<file path="config.mk">
export PLATFORM = sky130hd
export DESIGN_NAME = fifo_port_arbiter
export DESIGN_NICKNAME = d
export VERILOG_FILES = /design/src/rtl/fifo_arb_pkg.sv /design/src/rtl/rr_arbiter.sv /design/src/rtl/fifo_port_arbiter.sv
export SDC_FILE = /design/constraint.sdc
export NUM_CORES = 1
export LEC_CHECK = 0
export CAP_MARGIN = 25
export CORE_MARGIN = 1
export CORE_UTILIZATION = 35
export DETAILED_ROUTE_END_ITERATION = 12
export PLACE_DENSITY = 0.93
export SLEW_MARGIN = 20
export SYNTH_ARGS = -nofsm -noshare
export SYNTH_HDL_FRONTEND = slang
export SYNTH_SLANG_ARGS = --single-unit
</file>
<file path="constraint.sdc">
create_clock -name clk -period 4.05 [get_ports clk]
set_input_delay 0.81 -clock clk [delete_from_list [all_inputs] [get_ports clk]]
set_output_delay 0.81 -clock clk [all_outputs]
set_load 0.01 [all_outputs]
</file>
<file path="src/rtl/fifo_arb_pkg.sv">
// Shared types and helpers for the FIFO command-port arbiter.
package fifo_arb_pkg;

    // Arbiter FSM: normal request service or FIFO drain.
    typedef enum logic {
        ST_RUN   = 1'b0,
        ST_FLUSH = 1'b1
    } state_e;

    // Operation class, used to remember which side was served last.
    typedef enum logic {
        CLS_RD = 1'b0,
        CLS_WR = 1'b1
    } cls_e;

    // Width of a round-robin pointer over n requesters (at least one bit).
    function automatic int unsigned RR_W(input int unsigned n);
        return (n > 1) ? $clog2(n) : 1;
    endfunction

endpackage

</file>
<file path="src/rtl/rr_arbiter.sv">
// Combinational round-robin picker: grants the first requester at or after ptr.
module rr_arbiter
    import fifo_arb_pkg::*;
#(
    parameter int unsigned N = 4
) (
    input  logic [N-1:0]       req,
    input  logic [RR_W(N)-1:0] ptr,
    output logic [N-1:0]       gnt
);

    logic found;

    // Scan offsets from ptr in priority order; the first set request wins.
    // Each candidate is matched by its wrapped distance from ptr, which keeps
    // every bit select on a loop constant.
    always_comb begin
        gnt   = '0;
        found = 1'b0;
        for (int unsigned off = 0; off < N; off++) begin
            for (int unsigned i = 0; i < N; i++) begin
                if (!found && req[i] &&
                    ((i == 32'(ptr) + off) || (i + N == 32'(ptr) + off))) begin
                    gnt[i] = 1'b1;
                    found  = 1'b1;
                end
            end
        end
    end

endmodule

</file>
<file path="src/rtl/fifo_port_arbiter.sv">
// Shares one FIFO en/rw command port between NUM_WR writers and one reader,
// returns read data with a valid strobe and can drain the FIFO on request.
module fifo_port_arbiter
    import fifo_arb_pkg::*;
#(
    parameter int unsigned NUM_WR       = 4,
    parameter int unsigned DATA_WIDTH   = 4,
    parameter bit          FALL_THROUGH = 1'b1
) (
    input  logic                         clk,
    input  logic                         rst,
    input  logic [NUM_WR-1:0]            wr_req,
    input  logic [NUM_WR*DATA_WIDTH-1:0] wr_data,
    output logic [NUM_WR-1:0]            wr_gnt,
    input  logic                         rd_req,
    output logic                         rd_gnt,
    output logic                         rd_valid,
    output logic [DATA_WIDTH-1:0]        rd_data,
    input  logic                         flush,
    output logic                         flush_busy,
    output logic                         flush_done,
    output logic                         fifo_en,
    output logic                         fifo_rw,
    output logic [DATA_WIDTH-1:0]        fifo_in,
    input  logic [DATA_WIDTH-1:0]        fifo_out,
    input  logic                         fifo_empty,
    input  logic                         fifo_full
);

    localparam int unsigned PW = RR_W(NUM_WR);

    state_e            state_q, state_d;
    cls_e              prio_q, prio_d;
    logic [PW-1:0]     rr_ptr_q, rr_ptr_d;

    logic [NUM_WR-1:0]     arb_gnt;
    logic [DATA_WIDTH-1:0] sel_data;
    logic [PW-1:0]         next_ptr;
    logic                  wr_elig, rd_elig;
    logic                  take_wr, take_rd;

    rr_arbiter #(
        .N(NUM_WR)
    ) u_rr (
        .req(wr_req),
        .ptr(rr_ptr_q),
        .gnt(arb_gnt)
    );

    // Write data and the pointer successor for whichever requester the RR picker chose.
    always_comb begin
        sel_data = '0;
        next_ptr = '0;
        for (int unsigned i = 0; i < NUM_WR; i++) begin
            if (arb_gnt[i]) begin
                sel_data = sel_data | wr_data[i*DATA_WIDTH +: DATA_WIDTH];
                next_ptr = (i == NUM_WR - 1) ? '0 : PW'(i + 1);
            end
        end
    end

    // Class arbitration, FIFO command generation and FSM next state.
    always_comb begin
        state_d    = state_q;
        prio_d     = prio_q;
        rr_ptr_d   = rr_ptr_q;
        wr_gnt     = '0;
        rd_gnt     = 1'b0;
        fifo_en    = 1'b0;
        fifo_rw    = 1'b0;
        fifo_in    = '0;
        flush_busy = 1'b0;
        flush_done = 1'b0;
        take_wr    = 1'b0;
        take_rd    = 1'b0;
        wr_elig    = (|wr_req) && !fifo_full;
        rd_elig    = rd_req && !fifo_empty;

        unique case (state_q)
            ST_RUN: begin
                if (wr_elig && (!rd_elig || prio_q == CLS_RD)) begin
                    take_wr = 1'b1;
                end else if (rd_elig) begin
                    take_rd = 1'b1;
                end

                if (take_wr) begin
                    wr_gnt   = arb_gnt;
                    fifo_en  = 1'b1;
                    fifo_rw  = 1'b1;
                    fifo_in  = sel_data;
                    prio_d   = CLS_WR;
                    rr_ptr_d = next_ptr;
                end else if (take_rd) begin
                    rd_gnt   = 1'b1;
                    fifo_en  = 1'b1;
                    prio_d   = CLS_RD;
                end

                if (flush) begin
                    state_d = ST_FLUSH;
                end
            end

            ST_FLUSH: begin
                flush_busy = 1'b1;
                if (!fifo_empty) begin
                    fifo_en = 1'b1;
                end else begin
                    flush_done = 1'b1;
                    state_d    = ST_RUN;
                end
            end

            default: begin
                state_d = ST_RUN;
            end
        endcase

        // Commands are combinational from requests, so they must be gated
        // explicitly while reset is held.
        if (rst) begin
            wr_gnt  = '0;
            rd_gnt  = 1'b0;
            fifo_en = 1'b0;
            fifo_rw = 1'b0;
            fifo_in = '0;
        end
    end

    // FSM, class priority and round-robin pointer registers.
    always_ff @(posedge clk or posedge rst) begin
        if (rst) begin
            state_q  <= ST_RUN;
            prio_q   <= CLS_RD;
            rr_ptr_q <= '0;
        end else begin
            state_q  <= state_d;
            prio_q   <= prio_d;
            rr_ptr_q <= rr_ptr_d;
        end
    end

    generate
        if (FALL_THROUGH) begin : g_fall_through
            // FIFO head is already visible, so data returns in the grant cycle.
            always_comb begin
                rd_valid = rd_gnt;
                rd_data  = rst ? '0 : fifo_out;
            end
        end else begin : g_registered
            logic                  rd_valid_q;
            logic [DATA_WIDTH-1:0] rd_data_q;

            // FIFO output updates on the read edge; track the strobe and hold the last word.
            always_ff @(posedge clk or posedge rst) begin
                if (rst) begin
                    rd_valid_q <= 1'b0;
                    rd_data_q  <= '0;
                end else begin
                    rd_valid_q <= rd_gnt;
                    if (rd_valid_q) begin
                        rd_data_q <= fifo_out;
                    end
                end
            end

            // Present live FIFO data in the valid cycle, the held word otherwise.
            always_comb begin
                rd_valid = rd_valid_q;
                rd_data  = rd_valid_q ? fifo_out : rd_data_q;
            end
        end
    endgenerate

endmodule

</file>
==> results.ini <==
[run_status]
status=finished, violations left
failed_checks=DRC

[floorplan]
die_y_um=43.9
core_area_um2=1580
die_w_um=43.9
placementRows=14
start_util_pct=38.9
num_io_pins=48
die_area_um2=1920

[timing]
hold_viol_final=0
grt_setup_unrepaired=false
drv_slew=0
whs_ps=577
setup_viol=0
fmax_ghz=0.271
period_needed_ps=3700
worst_slew_pin_slew_ps=442
worst_clock_skew_ps=2.93
relSlewSlack_pct=70.3
post-route-period-util_pct=91.2
timing.setup.tns_ps=0

[global_routing]
overflow=0
grt_pass1_wl_mm=3.02
grt_max_degree=13
antenna_found_initial=0
grt_pass1_vias=763
grt_use_total_pct=20.6

[drt]
wl_per_cell_um=13.0
via_per_inst=5.74
vias=815
routed_wl_mm=1.85
drc=5
drt_iter0_drc=25
ant_nets=0
dr.pass1.iters=8

[cells_and_area]
num_antenna_cells=0
layout_common_cells=clkdlybuf4s50_1 (47), nand2_1 (9), nor2b_1 (8), inv_1 (6), nor2_1 (6)
nFillCells=135
syn2layout_area_growth_pct=80.2
final_net_count=158
drive_gt1_share_pct=7.94
layout_commonest_cell=clkdlybuf4s50_1

[critical_path]
r2r_setup_slack_ps=2630
cp_max_fo=12
startpoint_type=input pin
required_ps=3240
critical_path_arrival_ps=2890
worstSetupEndpointType=output pin
path_class=input pin to output pin

[clock_tree]
htreeDepth=1
clk_pin_slew_worst_paths_ps=40
clockRootBuffer=clkbuf_4
holdBufCountCts=0
cts_sinks=4
cts_tree=done
cts_resized=0
cts_max_path_buffers=2
clock_latency_ps=230
tritoncts.num_buffers=3
cts_setup_buffers=0

[pwr]
p_leak_nw=0.409
pwr_density_cell_nw_per_um2=273
ir_worst_vdd_v=0.000198

[synth]
yosys.area.top_type_share_pct=16.3
yosys.area.top_type=dfrtp_1
synth_seq_cells=4
ys_top_cells_by_area=dfrtp_1 (16%), a41oi_2 (11%), nor2b_1 (8.2%), a32oi_1 (7.1%), nand2_1 (5.5%)
synth_cells=80
ys_types=31
synth_nets=110
yosysSeqAreaShare_pct=16.3
syn_avg_cell_area_um2=7.66
syn_area_um2=613
ys_warn_count=0

[placement]
hpwl_mm=1.52
gp_congestion=0.854
numPortBuffers=47

[hold_path]
hold_path_class=flop to flop

[flow_run]
drv_cap=0

cell usage after synthesis, drive strengths merged:
cell and instances:
nand2 10, nor2b 8, inv 6, nor2 6
a32oi 5, a41oi 4, and3 4, dfrtp 4
nand4 4, o21ai 4, buf 3, o21bai 3
a21oi 2, a31oi 2, nor3 2, a2111oi 1
a32o 1, and2 1, clkbuf 1, mux2i 1
nand3 1, nor4 1, o211a 1, o211ai 1
o22ai 1, o2bb2ai 1, or2b 1, or3 1
stage by stage:
step / power (mW) / area [um^2] / cells / worst slack (ps) / utilization (%)
floorplan: 0.181 / 613 / 80 / 1220 / -
global placement: 0.247 / 1080 / 139 / 420 / 68.7
detailed placement: 0.254 / 1080 / 139 / 361 / 68.7
CTS: 0.306 / 1100 / 142 / 352 / 70.1
global route: 0.330 / 1100 / 142 / 244 / 70.1
finish: 0.302 / 1100 / 142 / 355 / 70.1
logic make-up (layout without fill, tap and decap cells):
| logic type | after synthesis | after routing | share of synthesized area, % |
|---|---|---|---|
| AO/OA/AOI/OAI | 26 | 26 | 39.8 |
| AND/OR/NAND/NOR | 39 | 39 | 35.1 |
| buffers and inverters | 10 | 56 | 7.14 |
| multiplexers | 1 | 1 | 1.63 |
| flip-flops | 4 | 4 | 16.3 |
path summary, 6_finish.rpt:
kind | start | to | cells past startpoint
max in group asynchronous | rst | rr_ptr_q[1] | 2
min | prio_q | prio_q | 1
max | wr_req[2] | fifo_in[0] | 6
min reg2reg | prio_q | prio_q | 1
min in group asynchronous | rst | prio_q | 2
max reg2reg | rr_ptr_q[0] | rr_ptr_q[0] | 4
cell type report:
class | instances | area [um^2] | area share, %
clock buffer | 3 | 22.5 | 2.04
inverter | 6 | 22.5 | 2.04
multi-input combinational | 66 | 469 | 42.5
sequential | 4 | 100 | 9.06
tap | 16 | 20.0 | 1.81
timing repair buffer | 47 | 470 | 42.6
power breakdown:
group	total, mW	internal (mW)	switching, mW
clock network	0.0489	0.0331	0.0158
logic	0.175	0.0872	0.0883
registers	0.0776	0.0537	0.0240
layer usage:
layer	share of wire, %	global-route usage (%)	up-vias	routed length, um
met3	12	8.75	2	221
li1	-	-	401	-
met5	0	0	-	0
met4	0.70	3.03	0	13
met1	38	21.2	360	707
met2	49	39.4	52	907
flip-flops by register name (all words and copies together), names as in the netlist:
register / cells
rr_ptr_q: 2
state_q: 1
prio_q: 1
critical path: stages:
cell and delay, ps:
clkdlybuf4s50_1 690, nor4_2 120, a2111oi_4 360, nand2_4 160
a41oi_2 180, clkdlybuf4s50_1 560
Note: power is estimated with default switching activity, not from simulation.
